**src/rtl/alu_pkg.sv**
```systemverilog
// rtl/alu_pkg.sv - shared ALU op codes, opcodes, operand selects and decode bundle
//
// Purpose: common types for the ALU and the decode stage that feeds it.
// Contents:
//   alu_op_e  6-bit ALU operation code
//   a_sel_e   operand A source select
//   OP..STORE RV32I major opcodes (instr[6:0])
//   decode_t  decoded instruction bundle handed from decode to execute
package alu_pkg;

  typedef enum logic [5:0] {
    ALU_NONE   = 6'd0,
    ALU_ADD    = 6'd1,
    ALU_SLL    = 6'd2,
    ALU_SLT    = 6'd3,
    ALU_SLTU   = 6'd4,
    ALU_XOR    = 6'd5,
    ALU_SRL    = 6'd6,
    ALU_SRA    = 6'd7,
    ALU_OR     = 6'd8,
    ALU_AND    = 6'd9,
    ALU_SUB    = 6'd10,
    ALU_BEQ    = 6'd11,
    ALU_BNE    = 6'd12,
    ALU_BLT    = 6'd13,
    ALU_BGE    = 6'd14,
    ALU_BLTU   = 6'd15,
    ALU_BGEU   = 6'd16,
    ALU_PASS_A = 6'd17
  } alu_op_e;

  typedef enum logic [1:0] {
    A_RS1  = 2'b00,
    A_PC   = 2'b01,
    A_PC4  = 2'b10,
    A_ZERO = 2'b11
  } a_sel_e;

  localparam logic [6:0] OP     = 7'b0110011;
  localparam logic [6:0] OP_IMM = 7'b0010011;
  localparam logic [6:0] LUI    = 7'b0110111;
  localparam logic [6:0] AUIPC  = 7'b0010111;
  localparam logic [6:0] JAL    = 7'b1101111;
  localparam logic [6:0] JALR   = 7'b1100111;
  localparam logic [6:0] BRANCH = 7'b1100011;
  localparam logic [6:0] LOAD   = 7'b0000011;
  localparam logic [6:0] STORE  = 7'b0100011;

  typedef struct packed {
    alu_op_e     alu_op;
    a_sel_e      a_sel;
    logic        b_sel;
    logic [31:0] imm;
    logic [4:0]  rs1;
    logic [4:0]  rs2;
    logic [4:0]  rd;
    logic        rd_we;
    logic        is_branch;
    logic        is_jump;
    logic        mem_re;
    logic        mem_we;
    logic        illegal;
  } decode_t;

endpackage

```
**src/rtl/alu_op_decode_comb.sv**
```systemverilog
// rtl/alu_op_decode_comb.sv - combinational RV32I instruction to ALU bundle decoder
//
// Purpose: pure combinational decode of one instruction word into a decode_t bundle.
// Ports:
//   i_instr  in  32  instruction word
//   o_dec    out     decoded bundle (alu_pkg::decode_t)
module alu_op_decode_comb
  import alu_pkg::*;
(
  input  logic [31:0] i_instr,
  output decode_t     o_dec
);

  logic [6:0]  w_opcode;
  logic [2:0]  w_funct3;
  logic [6:0]  w_funct7;
  logic [31:0] w_imm_i;
  logic [31:0] w_imm_s;
  logic [31:0] w_imm_b;
  logic [31:0] w_imm_u;
  logic [31:0] w_imm_j;
  logic [31:0] w_imm_sh;
  alu_op_e     w_base_op;
  logic        w_legal;
  decode_t     w_dec;

  assign w_opcode = i_instr[6:0];
  assign w_funct3 = i_instr[14:12];
  assign w_funct7 = i_instr[31:25];

  assign w_imm_i  = {{20{i_instr[31]}}, i_instr[31:20]};
  assign w_imm_s  = {{20{i_instr[31]}}, i_instr[31:25], i_instr[11:7]};
  assign w_imm_b  = {{19{i_instr[31]}}, i_instr[31], i_instr[7], i_instr[30:25], i_instr[11:8], 1'b0};
  assign w_imm_u  = {i_instr[31:12], 12'h000};
  assign w_imm_j  = {{11{i_instr[31]}}, i_instr[31], i_instr[19:12], i_instr[20], i_instr[30:21], 1'b0};
  // Shift-immediate forms carry only the shamt; funct7 bits are not part of the operand.
  assign w_imm_sh = {27'd0, i_instr[24:20]};

  // funct3 -> operation for OP / OP-IMM when funct7[5] is clear
  always_comb begin
    w_base_op = ALU_ADD;
    case (w_funct3)
      3'b000:  w_base_op = ALU_ADD;
      3'b001:  w_base_op = ALU_SLL;
      3'b010:  w_base_op = ALU_SLT;
      3'b011:  w_base_op = ALU_SLTU;
      3'b100:  w_base_op = ALU_XOR;
      3'b101:  w_base_op = ALU_SRL;
      3'b110:  w_base_op = ALU_OR;
      default: w_base_op = ALU_AND;
    endcase
  end

  always_comb begin
    w_legal       = 1'b1;
    w_dec         = '0;
    w_dec.rs1     = i_instr[19:15];
    w_dec.rs2     = i_instr[24:20];
    w_dec.rd      = i_instr[11:7];
    // Opcode constants all end in 2'b11, so a non-32-bit encoding lands in default.
    case (w_opcode)
      OP: begin
        w_dec.rd_we = 1'b1;
        if (w_funct7 == 7'b0000000) begin
          w_dec.alu_op = w_base_op;
        end else if (w_funct7 == 7'b0100000 && w_funct3 == 3'b000) begin
          w_dec.alu_op = ALU_SUB;
        end else if (w_funct7 == 7'b0100000 && w_funct3 == 3'b101) begin
          w_dec.alu_op = ALU_SRA;
        end else begin
          w_legal = 1'b0;
        end
      end
      OP_IMM: begin
        w_dec.rd_we  = 1'b1;
        w_dec.b_sel  = 1'b1;
        w_dec.imm    = w_imm_i;
        w_dec.alu_op = w_base_op;
        if (w_funct3 == 3'b001) begin
          w_dec.imm = w_imm_sh;
          if (w_funct7 != 7'b0000000) w_legal = 1'b0;
        end else if (w_funct3 == 3'b101) begin
          w_dec.imm = w_imm_sh;
          if (w_funct7 == 7'b0100000) w_dec.alu_op = ALU_SRA;
          else if (w_funct7 != 7'b0000000) w_legal = 1'b0;
        end
      end
      LUI: begin
        w_dec.alu_op = ALU_ADD;
        w_dec.a_sel  = A_ZERO;
        w_dec.b_sel  = 1'b1;
        w_dec.imm    = w_imm_u;
        w_dec.rd_we  = 1'b1;
      end
      AUIPC: begin
        w_dec.alu_op = ALU_ADD;
        w_dec.a_sel  = A_PC;
        w_dec.b_sel  = 1'b1;
        w_dec.imm    = w_imm_u;
        w_dec.rd_we  = 1'b1;
      end
      LOAD: begin
        w_dec.alu_op = ALU_ADD;
        w_dec.b_sel  = 1'b1;
        w_dec.imm    = w_imm_i;
        w_dec.rd_we  = 1'b1;
        w_dec.mem_re = 1'b1;
        // LB/LH/LW/LBU/LHU only
        if (w_funct3 == 3'b011 || w_funct3 == 3'b110 || w_funct3 == 3'b111) w_legal = 1'b0;
      end
      STORE: begin
        w_dec.alu_op = ALU_ADD;
        w_dec.b_sel  = 1'b1;
        w_dec.imm    = w_imm_s;
        w_dec.mem_we = 1'b1;
        if (w_funct3 > 3'b010) w_legal = 1'b0;
      end
      BRANCH: begin
        w_dec.is_branch = 1'b1;
        w_dec.imm       = w_imm_b;
        case (w_funct3)
          3'b000:  w_dec.alu_op = ALU_BEQ;
          3'b001:  w_dec.alu_op = ALU_BNE;
          3'b100:  w_dec.alu_op = ALU_BLT;
          3'b101:  w_dec.alu_op = ALU_BGE;
          3'b110:  w_dec.alu_op = ALU_BLTU;
          3'b111:  w_dec.alu_op = ALU_BGEU;
          default: w_legal = 1'b0;
        endcase
      end
      JAL: begin
        // ALU produces the link value PC+4; target uses imm separately.
        w_dec.alu_op  = ALU_PASS_A;
        w_dec.a_sel   = A_PC4;
        w_dec.b_sel   = 1'b1;
        w_dec.imm     = w_imm_j;
        w_dec.is_jump = 1'b1;
        w_dec.rd_we   = 1'b1;
      end
      JALR: begin
        w_dec.alu_op  = ALU_PASS_A;
        w_dec.a_sel   = A_PC4;
        w_dec.b_sel   = 1'b1;
        w_dec.imm     = w_imm_i;
        w_dec.is_jump = 1'b1;
        w_dec.rd_we   = 1'b1;
        if (w_funct3 != 3'b000) w_legal = 1'b0;
      end
      default: w_legal = 1'b0;
    endcase

    // Illegal: keep only the raw register fields so nothing downstream can write or access memory.
    if (!w_legal) begin
      w_dec         = '0;
      w_dec.rs1     = i_instr[19:15];
      w_dec.rs2     = i_instr[24:20];
      w_dec.rd      = i_instr[11:7];
      w_dec.illegal = 1'b1;
    end
  end

  assign o_dec = w_dec;

endmodule

```
**src/rtl/alu_op_decode_stage.sv**
```systemverilog
// rtl/alu_op_decode_stage.sv - registered RV32I decode stage feeding the ALU
//
// Purpose: one-entry pipeline register between fetch and execute holding the decoded bundle,
//          with valid/ready on both sides, flush, and a saturating illegal-instruction counter.
// Ports:
//   clk_i, rst_ni                 clock, async active-low reset
//   flush_i                       drop held and incoming instruction
//   in_valid_i/in_ready_o         fetch-side handshake; instr_i, pc_i payload
//   out_valid_o/out_ready_i       execute-side handshake
//   alu_op_o, op_a_sel_o, op_b_sel_o, imm_o, rs1/rs2/rd_addr_o, rd_we_o,
//   is_branch_o, is_jump_o, mem_re_o, mem_we_o, pc_o, illegal_o   decoded bundle
//   illegal_cnt_o                 saturating count of accepted illegal instructions
module alu_op_decode_stage
  import alu_pkg::*;
#(
  parameter int          CNT_W    = 8,
  parameter logic [31:0] PC_RESET = 32'h0000_0000
) (
  input  logic             clk_i,
  input  logic             rst_ni,
  input  logic             flush_i,
  input  logic             in_valid_i,
  output logic             in_ready_o,
  input  logic [31:0]      instr_i,
  input  logic [31:0]      pc_i,
  output logic             out_valid_o,
  input  logic             out_ready_i,
  output logic [5:0]       alu_op_o,
  output logic [1:0]       op_a_sel_o,
  output logic             op_b_sel_o,
  output logic [31:0]      imm_o,
  output logic [4:0]       rs1_addr_o,
  output logic [4:0]       rs2_addr_o,
  output logic [4:0]       rd_addr_o,
  output logic             rd_we_o,
  output logic             is_branch_o,
  output logic             is_jump_o,
  output logic             mem_re_o,
  output logic             mem_we_o,
  output logic [31:0]      pc_o,
  output logic             illegal_o,
  output logic [CNT_W-1:0] illegal_cnt_o
);

  localparam logic [CNT_W-1:0] CNT_MAX = {CNT_W{1'b1}};
  localparam logic [CNT_W-1:0] CNT_ONE = {{(CNT_W-1){1'b0}}, 1'b1};

  decode_t          w_dec;
  logic             w_accept;
  logic             r_valid;
  decode_t          r_bundle;
  logic [31:0]      r_pc;
  logic [CNT_W-1:0] r_cnt;

  alu_op_decode_comb u_decode (
    .i_instr (instr_i),
    .o_dec   (w_dec)
  );

  assign in_ready_o = !r_valid | out_ready_i;
  // A flushed cycle neither captures nor counts the presented instruction.
  assign w_accept   = in_valid_i & in_ready_o & !flush_i;

  always_ff @(posedge clk_i or negedge rst_ni) begin
    if (!rst_ni) begin
      r_valid  <= 1'b0;
      r_bundle <= '0;
      r_pc     <= PC_RESET;
      r_cnt    <= '0;
    end else if (flush_i) begin
      r_valid <= 1'b0;
    end else if (w_accept) begin
      r_valid  <= 1'b1;
      r_bundle <= w_dec;
      r_pc     <= pc_i;
      if (w_dec.illegal && r_cnt != CNT_MAX) r_cnt <= r_cnt + CNT_ONE;
    end else if (out_ready_i) begin
      r_valid <= 1'b0;
    end
  end

  assign out_valid_o   = r_valid;
  assign alu_op_o      = r_bundle.alu_op;
  assign op_a_sel_o    = r_bundle.a_sel;
  assign op_b_sel_o    = r_bundle.b_sel;
  assign imm_o         = r_bundle.imm;
  assign rs1_addr_o    = r_bundle.rs1;
  assign rs2_addr_o    = r_bundle.rs2;
  assign rd_addr_o     = r_bundle.rd;
  assign rd_we_o       = r_bundle.rd_we;
  assign is_branch_o   = r_bundle.is_branch;
  assign is_jump_o     = r_bundle.is_jump;
  assign mem_re_o      = r_bundle.mem_re;
  assign mem_we_o      = r_bundle.mem_we;
  assign illegal_o     = r_bundle.illegal;
  assign pc_o          = r_pc;
  assign illegal_cnt_o = r_cnt;

endmodule

```
**config.mk**
```make
export PLATFORM = sky130hd
export DESIGN_NAME = alu_op_decode_stage
export DESIGN_NICKNAME = d
export VERILOG_FILES = /design/src/rtl/alu_pkg.sv /design/src/rtl/alu_op_decode_comb.sv /design/src/rtl/alu_op_decode_stage.sv
export SDC_FILE = /design/constraint.sdc
export NUM_CORES = 1
export LEC_CHECK = 0
export CAP_MARGIN = 20
export CORE_ASPECT_RATIO = 0.6
export CORE_MARGIN = 2
export CORE_UTILIZATION = 30
export CTS_CLUSTER_DIAMETER = 30
export DETAILED_ROUTE_END_ITERATION = 6
export SKIP_CTS_REPAIR_TIMING = 1
export SLEW_MARGIN = 20
export SYNTH_ARGS = -nofsm -noshare
export SYNTH_HDL_FRONTEND = slang
export SYNTH_SLANG_ARGS = --single-unit
```
**constraint.sdc**
```tcl
create_clock -name clk_i -period 2 [get_ports clk_i]
set_input_delay 0.3 -clock clk_i [delete_from_list [all_inputs] [get_ports clk_i]]
set_output_delay 0.3 -clock clk_i [all_outputs]
set_load 0.03 [all_outputs]
```
==> run_summary.xml <==
<?xml version="1.0" encoding="UTF-8"?>
<metrics>
  <group name="outcome">
    <metric name="outcome" unit="">finished with violations</metric>
    <metric name="violations_in_the_final_reports" unit="">DRC, setup timing</metric>
  </group>
  <group name="drt">
    <metric name="routed-via-count" unit="">4229</metric>
    <metric name="drc" unit="">2</metric>
    <metric name="wirelength" unit="µm">15400</metric>
    <metric name="dr.first_iter.drc_count" unit="">259</metric>
    <metric name="wl_per_cell" unit="µm">17.8</metric>
    <metric name="drt_first_pass_iters" unit="">7</metric>
    <metric name="ant_nets" unit="">0</metric>
    <metric name="post_drt_via_cell_ratio" unit="">4.89</metric>
  </group>
  <group name="grt">
    <metric name="first_global_vias" unit="">4415</metric>
    <metric name="grt_start_max_net_pins" unit="">103</metric>
    <metric name="groute.usage.overall" unit="">0.179</metric>
    <metric name="grt_first_pass_wirelength" unit="µm">23900</metric>
    <metric name="grt.overflow.total" unit="">0</metric>
    <metric name="number_of_antenna_violations_at_the_first_check_in_global_routing" unit="">0</metric>
  </group>
  <group name="die">
    <metric name="die_w" unit="µm">167</metric>
    <metric name="floorplan.initialDensity" unit="">0.309</metric>
    <metric name="design.die.area" unit="µm²">17000</metric>
    <metric name="fp.dieH" unit="µm">102</metric>
    <metric name="core" unit="µm²">15500</metric>
    <metric name="num_io_pins" unit="">173</metric>
    <metric name="placementRows" unit="">35</metric>
  </group>
  <group name="run">
    <metric name="cap_violations" unit="">0</metric>
  </group>
  <group name="timing">
    <metric name="final.hold.worst_slack" unit="ns">0.0134</metric>
    <metric name="timing.clock.skew" unit="ns">0.00757</metric>
    <metric name="finalSetupTns" unit="ns">-4.36</metric>
    <metric name="number_of_setup_violations_in_the_final_report" unit="">37</metric>
    <metric name="final_critical_period" unit="ns">2.15</metric>
    <metric name="period_share" unit="">1.08</metric>
    <metric name="max_freq" unit="MHz">465</metric>
    <metric name="timing_hold_violations_final" unit="">0</metric>
    <metric name="setup_repair_after_global_routing_missed_its_margin" unit="">true</metric>
    <metric name="maxSlewViolCount" unit="">0</metric>
    <metric name="worstMarginPinSlew" unit="ns">0.552</metric>
    <metric name="final.setup.worst_slack" unit="ns">-0.151</metric>
    <metric name="relSlewSlack" unit="">0.632</metric>
  </group>
  <group name="logic_synthesis">
    <metric name="synth_area" unit="µm²">4780</metric>
    <metric name="ys.warnings.count" unit="">0</metric>
    <metric name="synth_cell_type_count" unit="">57</metric>
    <metric name="postSynthAreaPerCell" unit="µm²">11.6</metric>
    <metric name="synthFlopType" unit="">sky130_fd_sc_hd__dfrtp_1</metric>
    <metric name="number_of_flops_mapped_to_enable_cells_by_yosys" unit="">0</metric>
    <metric name="synth_top_area_cell" unit="">sky130_fd_sc_hd__dfrtp_1</metric>
    <metric name="synth_most_common_cell" unit="">sky130_fd_sc_hd__dfrtp_1</metric>
    <metric name="post_synth_main_area_contributors" unit="">sky130_fd_sc_hd__dfrtp_1 53%, sky130_fd_sc_hd__mux2_2 11%, sky130_fd_sc_hd__a22o_1 6.6%, sky130_fd_sc_hd__a21o_1 3.1%, sky130_fd_sc_hd__nand2_1 2.7%</metric>
    <metric name="asyncSetResetFlopFracSynth" unit="">1.00</metric>
    <metric name="ys_top_cells_by_count" unit="">102 x sky130_fd_sc_hd__dfrtp_1, 48 x sky130_fd_sc_hd__mux2_2, 36 x sky130_fd_sc_hd__a22o_1</metric>
    <metric name="synth.net_count" unit="">482</metric>
    <metric name="number_of_storage_elements_in_the_synthesis_netlist" unit="">102</metric>
    <metric name="netlist_instances" unit="">412</metric>
    <metric name="yosysSeqAreaShare" unit="">0.534</metric>
    <metric name="synth_top_area_share" unit="">0.534</metric>
  </group>
  <group name="cts">
    <metric name="cts.htree.levels" unit="">3</metric>
    <metric name="cts.clk_slew.worst_paths" unit="ns">0.07</metric>
    <metric name="cts_tree" unit="">done</metric>
    <metric name="root_buffer" unit="">sky130_fd_sc_hd__clkbuf_16</metric>
    <metric name="clk_latency" unit="ns">0.35</metric>
    <metric name="number_of_buffers_inserted_during_clock_tree_synthesis" unit="">9</metric>
    <metric name="clock_tree.buffer_depth" unit="">2</metric>
    <metric name="cts.sinks" unit="">102</metric>
  </group>
  <group name="worst_setup_path">
    <metric name="critical_path_peak_fanout" unit="">5</metric>
    <metric name="worstSetupEndpoint" unit="">imm_o[31]</metric>
    <metric name="worstPathRequired" unit="ns">2.28</metric>
    <metric name="worstPathCellList" unit="">buf_6 -&gt; or4_4 -&gt; a2111oi_4 -&gt; o221a_4 -&gt; nor3_4 -&gt; buf_6 -&gt; nor4_4 -&gt; buf_6 -&gt; buf_8 -&gt; a32o_1</metric>
    <metric name="critical_path_launch_point_type" unit="">input pin</metric>
    <metric name="reg2reg_to" unit="">imm_o[31]</metric>
    <metric name="reg2regPathDepth" unit="">7</metric>
    <metric name="r2r-start" unit="">out_valid_o</metric>
    <metric name="setup.reg_to_reg.worst_slack" unit="ns">0.35</metric>
    <metric name="slowest_stage" unit="">sky130_fd_sc_hd__or4_4</metric>
    <metric name="arrival" unit="ns">2.43</metric>
    <metric name="worstSetupStartpoint" unit="">instr_i[28]</metric>
    <metric name="criticalPathCategory" unit="">input pin to register</metric>
    <metric name="crit_path_frequent_cell" unit="">sky130_fd_sc_hd__buf_6</metric>
    <metric name="critPathCaptureType" unit="">register</metric>
    <metric name="cp_slowest_stage_delay" unit="ns">0.57</metric>
  </group>
  <group name="cells_and_area">
    <metric name="stdcell_count" unit="">865</metric>
    <metric name="end_of_flow_core_utilization" unit="">0.514</metric>
    <metric name="seqCellArea" unit="µm²">2550</metric>
    <metric name="syn_to_final_growth" unit="%">66.2</metric>
    <metric name="num-nets-final" unit="">727</metric>
    <metric name="fraction_of_layout_instances_using_a_drive_strength_above_1" unit="">0.292</metric>
    <metric name="final_design_area_no_fill" unit="µm²">7940</metric>
    <metric name="num-fill-cells" unit="">1399</metric>
    <metric name="multi_input_area" unit="µm²">2250</metric>
    <metric name="antenna_cells_inserted" unit="">0</metric>
  </group>
  <group name="placed_design">
    <metric name="placed_cell_area" unit="µm²">7260</metric>
    <metric name="estimated_wirelength_of_the_detail_placed_design" unit="µm">11300</metric>
    <metric name="routabilityCongestion" unit="">0.871</metric>
    <metric name="numPlacedInstances" unit="">831</metric>
    <metric name="pre_cts_slack" unit="ns">-0.644</metric>
    <metric name="numPortBuffers" unit="">171</metric>
  </group>
  <group name="power">
    <metric name="ir_drop" unit="mV">0.546</metric>
    <metric name="power_leakage" unit="nW">3.63</metric>
    <metric name="power_density" unit="nW/µm²">733</metric>
    <metric name="fin_total_pwr" unit="mW">5.82</metric>
  </group>
  <group name="min_path">
    <metric name="worstHoldPathType" unit="">input pin to async pin</metric>
  </group>
</metrics>
state kept, by name, indices dropped and copies added (netlist names), 2 cells and up:
register / count
alu_op_o: 5
illegal_cnt_o: 8
imm_o: 32
op_a_sel_o: 2
pc_o: 32
rd_addr_o: 5
rs1_addr_o: 5
rs2_addr_o: 5
final cells by class:
class / count / area share
repair buffers: 267 / 0.326
clock buffers: 10 / 0.0288
clock inverters: 6 / 0.00677
flip-flops and latches: 102 / 0.321
multi-input cells: 274 / 0.284
inverters: 3 / 0.00142
well taps: 203 / 0.0320
worst max-delay path, delay by kind of cell:
family                 cells  cell delay [ns]
AO/OA/AOI/OAI              3             0.75
buffers and inverters      4             0.51
AND/OR/NAND/NOR            3             0.86
cells in the final DEF (no fill, tap or decap), types with 9 or more instances in the layout:
master,n
sky130_fd_sc_hd__a21o_1,20
sky130_fd_sc_hd__a22o_1,36
sky130_fd_sc_hd__buf_4,79
sky130_fd_sc_hd__buf_6,9
sky130_fd_sc_hd__clkbuf_16,10
sky130_fd_sc_hd__clkdlybuf4s50_1,159
sky130_fd_sc_hd__dfrtp_1,102
sky130_fd_sc_hd__mux2_2,47
sky130_fd_sc_hd__nand2_1,33
sky130_fd_sc_hd__nand3_1,14
sky130_fd_sc_hd__nor2_1,15
sky130_fd_sc_hd__o21ai_0,9
logic make-up after synthesis:
logic type      share of synthesized area
compound gates                      0.182
xor+xnor                           0.0128
fa+ha+maj                         0.00262
other cells                      0.000785
simple gates                        0.118
flops                               0.534
mux                                 0.115
buf+inv                            0.0348
routing by layer:
metal	track usage	vias up	part of all wire
met4	0.0504	0	0.012
li1	-	2018	-
met2	0.263	157	0.42
met3	0.0739	13	0.094
met1	0.244	2041	0.47
met5	0	-	0
power breakdown:
| group | internal (mW) | switching (mW) |
|---|---|---|
| clock | 0.866 | 0.829 |
| combinational | 0.812 | 0.884 |
| sequential | 2.28 | 0.149 |
how the worst min path moves through the flow:
stage | startpoint | endpoint | slack (ns) | depth (start not counted)
3_5_place_dp | rst_ni | illegal_cnt_o[5] | 0.41 | 2
3_3_place_gp | rst_ni | illegal_cnt_o[5] | 0.41 | 2
4_1_cts | rst_ni | illegal_cnt_o[5] | 0.04 | 2
2_1_floorplan | rst_ni | alu_op_o[0] | 0.004 | 0
5_1_grt | rst_ni | illegal_cnt_o[3] | 0.06 | 2
6_report | rst_ni | illegal_cnt_o[5] | 0.01 | 2
Power figures use the tool's default switching activity.
